**src/rtl/booth_pkg.sv**
```systemverilog
// booth_pkg: shared widths and controller state encoding for the Booth host driver.
package booth_pkg;
  localparam int OP_W = 8;
  localparam int BUS_W = 9;
  localparam int PROD_W = 16;
  typedef enum logic [2:0] {IDLE, START, LOADM, WAIT, CAPLO, RESP} state_t;
endpackage

```
**src/rtl/booth_wdog_cnt.sv**
```systemverilog
// booth_wdog_cnt: clearable watchdog counter flagging its terminal count.
module booth_wdog_cnt #(
  parameter int CNT_W = 6,
  parameter int TC = 31
) (
  input  logic clk,
  input  logic reset,
  input  logic clr,
  input  logic en,
  output logic tc
);
  logic [CNT_W-1:0] cnt;
  always_ff @(posedge clk or negedge reset)
    if (!reset) cnt <= '0;
    else if (clr) cnt <= '0;
    else if (en) cnt <= cnt + 1'b1;
  assign tc = cnt == CNT_W'(TC);
endmodule

```
**src/rtl/booth_host_ctrl.sv**
```systemverilog
// booth_host_ctrl: sequences one Booth multiply per request and returns the reassembled product.
module booth_host_ctrl
  import booth_pkg::*;
#(
  parameter int TIMEOUT_CYC = 32,
  parameter int CNT_W = 6
) (
  input  logic              clk,
  input  logic              reset,
  input  logic              req_valid,
  output logic              req_ready,
  input  logic [OP_W-1:0]   op_x,
  input  logic [OP_W-1:0]   op_m,
  output logic              rsp_valid,
  input  logic              rsp_ready,
  output logic [PROD_W-1:0] product,
  output logic              rsp_err,
  output logic              mul_start,
  output logic [OP_W-1:0]   mul_inbus,
  input  logic              mul_final,
  input  logic [BUS_W-1:0]  mul_outbus
);
  state_t state, state_nx;
  logic [OP_W-1:0] op_m_q;
  logic [BUS_W-1:0] hi_q;
  logic wd_tc, a_bad, accept, timeout, unused;
  booth_wdog_cnt #(.CNT_W(CNT_W), .TC(TIMEOUT_CYC - 1)) u_wdog (
    .clk(clk), .reset(reset), .clr(state == LOADM), .en(state == WAIT), .tc(wd_tc)
  );
  assign req_ready = state == IDLE;
  assign accept = req_ready && req_valid;
  assign timeout = state == WAIT && !mul_final && wd_tc;
  assign a_bad = hi_q[8] ^ hi_q[7];
  // Q[-1] rides in the low bit of the Q word and carries no product information.
  assign unused = mul_outbus[0];
  always_comb begin
    state_nx = state;
    unique case (state)
      IDLE:    state_nx = req_valid ? START : IDLE;
      START:   state_nx = LOADM;
      LOADM:   state_nx = WAIT;
      WAIT:    state_nx = mul_final ? CAPLO : wd_tc ? RESP : WAIT;
      CAPLO:   state_nx = RESP;
      RESP:    state_nx = rsp_ready ? IDLE : RESP;
      default: state_nx = IDLE;
    endcase
  end
  // Outputs are registered from the next state so each lines up with the state it belongs to.
  always_ff @(posedge clk or negedge reset)
    if (!reset) begin
      state     <= IDLE;
      op_m_q    <= '0;
      hi_q      <= '0;
      product   <= '0;
      rsp_err   <= 1'b0;
      rsp_valid <= 1'b0;
      mul_start <= 1'b0;
      mul_inbus <= '0;
    end else begin
      state     <= state_nx;
      mul_start <= state_nx == START;
      mul_inbus <= accept ? op_x : (state_nx == LOADM || state_nx == WAIT) ? op_m_q : '0;
      rsp_valid <= state_nx == RESP;
      if (accept) op_m_q <= op_m;
      if (state == WAIT && mul_final) hi_q <= mul_outbus;
      if (timeout) begin
        product <= '0;
        rsp_err <= 1'b1;
      end
      if (state == CAPLO) begin
        product <= a_bad ? '0 : {hi_q[OP_W-1:0], mul_outbus[BUS_W-1:1]};
        rsp_err <= a_bad;
      end
    end
endmodule

```
**config.mk**
```make
export PLATFORM = sky130hd
export DESIGN_NAME = booth_host_ctrl
export DESIGN_NICKNAME = d
export VERILOG_FILES = /design/src/rtl/booth_pkg.sv /design/src/rtl/booth_wdog_cnt.sv /design/src/rtl/booth_host_ctrl.sv
export SDC_FILE = /design/constraint.sdc
export NUM_CORES = 1
export LEC_CHECK = 0
export ABC_AREA = 1
export BUFFER_PORTS_ARGS = -buffer_cell sky130_fd_sc_hd__buf_2
export CORE_UTILIZATION = 30
export CTS_CLUSTER_SIZE = 8
export DETAILED_ROUTE_END_ITERATION = 8
export GPL_TIMING_DRIVEN = 0
export SYNTH_ARGS = -nofsm -noshare
export SYNTH_HDL_FRONTEND = slang
export SYNTH_HIERARCHICAL = 1
export SYNTH_SLANG_ARGS = --single-unit
```
**constraint.sdc**
```tcl
create_clock -name clk -period 1.3 [get_ports clk]
set_input_delay 0.065 -clock clk [delete_from_list [all_inputs] [get_ports clk]]
set_output_delay 0.065 -clock clk [all_outputs]
set_load 0.05 [all_outputs]
```
Word-level counts from Yosys, hierarchy flattened
Index checks and enable logic that the tools add are counted.
{ "word_totals": {"regBits": 53, "input_bits": 30, "out_inout_bits": 28, "word_cells": 44} }
{ "op_classes": {"addsub": 1, "eq_ne": 10, "muxes": 14, "n_bitwise": 1, "reduce_logical": 9} }
{ "ops": {"columns": ["op", "n"], "rows": [
  ["$mux W16", 3],
  ["$pmux W3 S6", 1],
  ["$mux W8", 2],
  ["$eq A3 B2 Y1 const B", 4],
  ["$mux W6", 2],
  ["$eq A3 B3 Y1 const B", 3],
  ["$mux W3", 3],
  ["$add A6 B1 Y6 const B", 1],
  ["$eq A3 B1 Y1 const B", 2],
  ["$eq A6 B5 Y1 const B", 1],
  ["$logic_and A1 B1 Y1", 4],
  ["$reduce_bool A2 Y1", 2],
  ["$logic_not A3 Y1", 1],
  ["$mux W1", 3],
  ["$logic_not A1 Y1", 1],
  ["$logic_or A1 B1 Y1", 1],
  ["$xor A1 B1 Y1", 1]
]} }

Logic depth before layout (Yosys ltp)
Gate-level depths: netlist of the first run.
{ "depth": {"ltp_word": 8, "mapped_depth": 9} }

Modules after synthesis
Netlist of the first run, hierarchy kept.
{ "by_module_without_submodules": {"columns": ["mod", "instances", "cells_per_inst", "area_per_inst_um2", "seq_area_each_um2"], "rows": [
  ["booth_host_ctrl", 1, 206, 1925.6, 1176.1],
  ["booth_wdog_cnt", 1, 42, 317.8, 150.1]
]} }

Worst setup path after synthesis of the first run
Ideal clock, no wire load.
{ "synth_timing": {"path_kind": "flip-flop to flip-flop", "start": "register u_wdog.cnt[1]", "end": "register mul_inbus[0]", "setup_time_ps": 126, "t_arrival_ps": 1324, "slack_ps": -150, "path_stages_with_launch": 9, "cell_sequence": "dfrtp_1 ha_1 nand2_1 nor3_1 nor2_1 nor2_1 nor2_2 inv_2 o21ai_0"} }
{ "synth_via": {"elab_chain_len": 8, "word_cells_on_any_way": 9, "classes_between": "eq/ne (3); mux (5); reduce/logical (1)"} }
{ "synth_lines": {"columns": ["element", "line", "source"], "rows": [
  ["from (decl)", "booth_wdog_cnt.sv:12", "logic [CNT_W-1:0] cnt;"],
  ["from (signal assigned)", "booth_wdog_cnt.sv:16", "else if (en) cnt <= cnt + 1'b1;"],
  ["$eq A6 B5 Y1 *", "booth_wdog_cnt.sv:17", "assign tc = cnt == CNT_W'(TC);"],
  ["net wd_tc", "booth_host_ctrl.sv:26", "logic wd_tc, a_bad, accept, timeout, unused;"],
  ["$mux W3 * (2 in series)", "booth_host_ctrl.sv:42", "WAIT: state_nx = mul_final ? CAPLO : wd_tc ? RESP : WAIT;"],
  ["$pmux W3 S6 *", "booth_host_ctrl.sv:38", "unique case (state)"],
  ["net state_nx[1]", "booth_host_ctrl.sv:23", "state_t state, state_nx;"],
  ["$eq A3 B2 Y1", "booth_host_ctrl.sv:62", "mul_inbus <= accept ? op_x : (state_nx == LOADM || state_nx == WAIT) ? op_m_q : '0;"],
  ["$logic_or A1 B1 Y1 *", "booth_host_ctrl.sv:62", null],
  ["$mux W8 * (2 in series)", "booth_host_ctrl.sv:62", null],
  ["to (signal assigned)", "booth_host_ctrl.sv:62", null],
  ["to (decl)", "booth_host_ctrl.sv:19", "output logic [OP_W-1:0] mul_inbus,"]
]} }
The timed path passes the listed nets; every way through them passes the cells marked *.
A chain may end at the register's enable or synchronous reset.

Final worst setup path of the first run
{ "layout_timing": {"start": "register u_wdog.cnt[0]", "end": "register mul_inbus[3]"} }
The elaborated chain is that of the path after synthesis.

==> results of run 1 <==
## worst max-delay path, cell delays in order, from the launching register on
cell      delay, ps
dfrtp_1         420
ha_2            210
nand2_2          90
nor3_4           50
nor2_2          140
nor2_2           70
nor2_4          140
clkinv_4        110
o21ai_1         130
## stage by stage
stage | util [%] | TNS [ps] | hold WS (ps) | power, mW
6_report | 46.3 | -3090 | -21.8 | 7.74
5_1_grt | 46.3 | -6040 | 62.4 | 8.27
4_1_cts | 44.5 | -3720 | 25.9 | 7.32
3_5_place_dp | 36.8 | -3780 | 268 | 5.91
3_3_place_gp | 36.8 | -3240 | 262 | 5.86
2_1_floorplan | - | 0 | -231 | 5.14
## cell type report
type,instances,area [um^2]
repair buffers,102,711
clock inverters,3,17.5
flip-flops and latches,53,1330
plain buffers,6,61.3
fillers,688,3890
multi-input cells,171,965
inverters,18,82.6
clock buffers,5,68.8
well taps,99,124
## kinds of logic (layout without fill, tap and decap cells)
logic type,Yosys count,after routing,synth area share [%]
compound gates,13,13,3.23
buf+inv,24,134,5.13
flops,53,53,59.1
fa+ha+maj,2,2,1.12
simple gates,156,156,31.4
## registers in the layout (all words and copies together) (netlist names)
signal and flops:
product 16, hi_q 9, mul_inbus 8, op_m_q 8, u_wdog/cnt 6, state 3, mul_start 1, rsp_err 1
rsp_valid 1
## worst min path at each step
stage,endpoint,slack (ps),cells past startpoint,from
2_1_floorplan,hi_q[0]$_DFFE_PN0P_,-230,0,reset
3_3_place_gp,op_m_q[6]$_DFFE_PN0P_,260,3,op_m[6]
3_5_place_dp,op_m_q[6]$_DFFE_PN0P_,270,3,op_m[6]
4_1_cts,product[12]$_DFFE_PN0P_,30,1,reset
5_1_grt,product[10]$_DFFE_PN0P_,60,1,reset
6_report,product[10]$_DFFE_PN0P_,-20,1,reset
## Yosys cell counts, drive strengths merged
library cell	n	area, um^2
nand2	98	378
nor3	3	15.0
ha	2	25.0
buf	5	43.8
a21oi	2	10.0
inv	18	67.6
nor3b	1	7.51
nand3	35	200
dfrtp	53	1330
nand4	2	12.5
nor2	17	91.3
o21ai	10	50.0
clkbuf	1	3.75
a31oi	1	12.5
## power breakdown
| part | total [mW] | internal (mW) | switching [mW] |
|---|---|---|---|
| Sequential | 2.71 | 2.30 | 0.408 |
| Clock | 0.907 | 0.373 | 0.534 |
| Combinational | 4.12 | 1.39 | 2.73 |
## per-layer routing
layer	track usage (%)	wire length, um	vias up
met1	17.5	2340	930
li1	-	-	1002
met4	5.28	110	0
met3	3.17	136	11
met2	24.1	2770	35
met5	0	0	-
## what timing repair did
item / in CTS / in global routing
setup endpoints to repair: 41 / 42
resized for setup: 33 / 31
cloned: 1 / 0
pin swaps: 13 / 18
buffers inserted: 13 / 6
hold endpoints to repair: 28 / 0
hold buffers: 25 / 0
==> metrics, run 1 <==
CTS Buffer Depth=2; Placement Cell Area=2670 um^2; Skew-Pair Late Insertion Delay=310 ps; Routed Antenna Nets=0; Mean Syn Cell Area=9.05 um^2; first-pass GRT wire length=8300 um; cts bufs inserted=5; clk sinks=53; clk_skew=8.60 ps; Critical Path End Type=flop; wire per inst=11.7 um; Layout area overhead=49.7%; post-DP HPWL=3320 um; Worst VDD drop=0.000680 V; kind of critical path=flop to flop; Ys Warns=6; initial antenna violation count=0; cell count after synthesis=248; PortBufs=57; Slew Viols, Final=0; final worst-path cycle share=111%; CP startpoint kind=flop; flop2flop setup slack=-150 ps; path depth of the worst reg2reg path=8; failing checks=hold timing, setup timing; max-cap violation count=0; # DRC=0; share of cells above drive strength 1=39.4%; Cells after DPL=404; Synth Net Count=280; reg-to-reg startpoint=u_wdog/cnt[0]$_DFFE_PN0P_; most frequent cells in the layout=nand2_1 (89), buf_2 (57), dfrtp_1 (50); clock period minus worst slack=1450 ps; pre-CTS setup slack=-220 ps; CTS clk-pin slew, worst paths=100 ps; vias in the first global route=1,825; RSZ-0062 raised after global routing=true; Worst Hold Margin=-21.8 ps; CORE AREA=7250 um^2; die width=88.5 um; Starting Density=30.9%; detailed-route vias per instance=4.33; final hold vios=24; Crit path required time=1530 ps; fin worst setup slack=-145 ps; sequential area share after synthesis=59.1%; Cell variety after synth=22; die area=7830 um^2; Lkg Pwr=1.78 nW; reg2reg end=mul_inbus[3]$_DFF_PN0_; Max Fanout on Critical Path=8; gr ovfl total=0; worst slew pin tran=1160 ps; largest net degree at the start of global routing=54; via count=1,978; Layout Nets=389; CTS root buf=clkbuf_8; commonest non-fill, non-tap cell in the layout=nand2_1; DR pass1 iterations=4; CP Capture Point=mul_inbus[3]$_DFF_PN0_; Rows=31; number of synthesized register bits=53; I/O pins=58; max_slew headroom=22.9%; Chip Height=88.5 um; non-filler cells, final=457; final-report setup violation count=33; f_max=0.692 GHz; Initial DRC Count=118; Pwr per Cell Area=2300 nW/um^2; Cell Area, Synth=2240 um^2; # diodes=0; Final Wtd Congestion=0.732; H-tree levels=2; total wire length=5360 um; WP data arrival=1680 ps; crit path launch=u_wdog/cnt[0]$_DFFE_PN0P_; total track usage=14.1%; CTS tree=yes; HP Class=input pin to async pin; post-route cell area=3360 um^2; status=complete, but fails checks
Power figures use the tool's default switching activity.
==> run 2: changes to the inputs <==
--- a/config.mk
+++ b/config.mk
@@ -11,6 +11,7 @@
 export CTS_CLUSTER_SIZE = 8
 export DETAILED_ROUTE_END_ITERATION = 8
 export GPL_TIMING_DRIVEN = 0
+export RECOVER_POWER = 25
 export SYNTH_ARGS = -nofsm -noshare
 export SYNTH_HDL_FRONTEND = slang
 export SYNTH_HIERARCHICAL = 1
==> metrics, run 2 (same netlist as run 1, synthesis figures left out) <==
status=complete, but fails checks; failing checks=setup timing; Worst VDD drop=0.000680 V; CTS clk-pin slew, worst paths=100 ps; via count=1,978; largest net degree at the start of global routing=54; Largest register FFs=16; first-pass GRT wire length=8300 um; CTS root buf=clkbuf_8; Slew Viols, Final=0; final-report setup violation count=33; CORE AREA=7250 um^2; kind of critical path=flop to flop; Lkg Pwr=1.78 nW; Initial DRC Count=118; wire per inst=11.7 um; vias in the first global route=1,825; Rows=31; worst slew pin tran=1290 ps; gr ovfl total=0; CTS tree=yes; I/O pins=58; Largest Register=product; # diodes=0; Cells after DPL=404; M1 WL=2340 um; Skew-Pair Late Insertion Delay=310 ps; fin worst setup slack=-145 ps; total track usage=14.1%; post-DP HPWL=3320 um; Starting Density=30.9%; clk_skew=8.60 ps; PortBufs=57; HP Class=input pin to async pin; Final Power=7.74 mW; f_max=0.692 GHz; met3 wire len=136 um; Max Fanout on Critical Path=8; commonest non-fill, non-tap cell in the layout=nand2_1; biggest regs=product: 16 flops, hi_q: 9 flops; FILL cells=688; non-filler cells, final=457; die width=88.5 um; Final Wtd Congestion=0.732; final hold vios=0; Routed Antenna Nets=0; clk sinks=53; Chip Height=88.5 um; die area=7830 um^2; detailed-route vias per instance=4.33; CP startpoint kind=flop; Placement Cell Area=2670 um^2; WP data arrival=1680 ps; RSZ-0062 raised after global routing=true; cts bufs inserted=5; Pwr per Cell Area=2300 nW/um^2; Layout area overhead=49.7%; CTS Buffer Depth=2; post-route cell area=3360 um^2; max-cap violation count=0; share of cells above drive strength 1=39.4%; H-tree levels=2; total wire length=5360 um; clock period minus worst slack=1450 ps; DR WL met2=2770 um; Top Metal Used=met4; most frequent cells in the layout=nand2_1 (89), buf_2 (56), dfrtp_1 (50); Layout Nets=389; # DRC=0; final worst-path cycle share=111%; Crit path required time=1530 ps; max_slew headroom=13.7%; Critical Path End Type=flop; initial antenna violation count=0; DR pass1 iterations=4
[run 2: changes by cell type in the layout (fill, tap and decap cells not counted)]
cell	previous run	this run
buf_2	57	56
clkbuf_2	0	1
[run 2: power by group]
part           internal (mW)  switching (mW)
Sequential              2.30           0.408
Clock                  0.373           0.534
Combinational           1.39            2.73
[run 2: area by class of cell]
cell class / count / area (um^2) / area share, %
clock inverter: 3 / 17.5 / 0.521
inverter: 18 / 82.6 / 2.46
multi-input combinational: 171 / 965 / 28.7
buffer: 6 / 61.3 / 1.82
clock buffer: 5 / 68.8 / 2.05
timing repair buffer: 102 / 711 / 21.2
sequential: 53 / 1330 / 39.6
tap: 99 / 124 / 3.69
[run 2: timing repair]
item | in CTS | in global routing
pin swaps | 13 | 18
hold endpoints to repair | 28 | 0
endpoints found under the setup margin | 41 | 42
gates cloned | 1 | 0
hold buffers | 25 | 0
buffers inserted | 13 | 6
resized for setup | 33 | 31
[run 2: stage by stage]
stage | setup slack (ps) | TNS, ps | util (%) | hold WS, ps
3_3_place_gp | -174 | -3240 | 36.8 | 262
5_1_grt | -229 | -6040 | 46.3 | 121
4_1_cts | -176 | -3720 | 44.5 | 25.9
2_1_floorplan | 6.34 | 0 | - | -231
3_5_place_dp | -220 | -3780 | 36.8 | 268
6_report | -145 | -3090 | 46.3 | 25.1
[run 2: layer usage]
metal  vias to the layer above  track usage [%]
li1                       1002                -
met1                       930             17.5
met2                        35             24.1
met3                        11             3.17
met4                         0             5.28
met5                         -                0
[run 2: worst paths after layout]
| kind | endpoint | startpoint | cells after the start | slack (ps) |
|---|---|---|---|---|
| worst max-delay path | mul_inbus[3]$_DFF_PN0_ | u_wdog/cnt[0]$_DFFE_PN0P_ | 8 | -150 |
| worst min-delay path | product[10]$_DFFE_PN0P_ | reset | 1 | 30 |
| worst max register to register | mul_inbus[3]$_DFF_PN0_ | u_wdog/cnt[0]$_DFFE_PN0P_ | 8 | -150 |
| worst min register to register | hi_q[0]$_DFFE_PN0P_ | hi_q[0]$_DFFE_PN0P_ | 2 | 480 |
| max in group asynchronous | state[1]$_DFF_PN0_ | reset | 1 | 390 |
| min in group clk | mul_inbus[5]$_DFF_PN0_ | req_valid | 5 | 180 |
[run 2: critical path: stages (launching register included)]
cell and delay [ps]:
dfrtp_1 420, ha_2 210, nand2_2 90, nor3_4 50, nor2_2 140, nor2_2 70
nor2_4 140, clkinv_4 110, o21ai_1 130
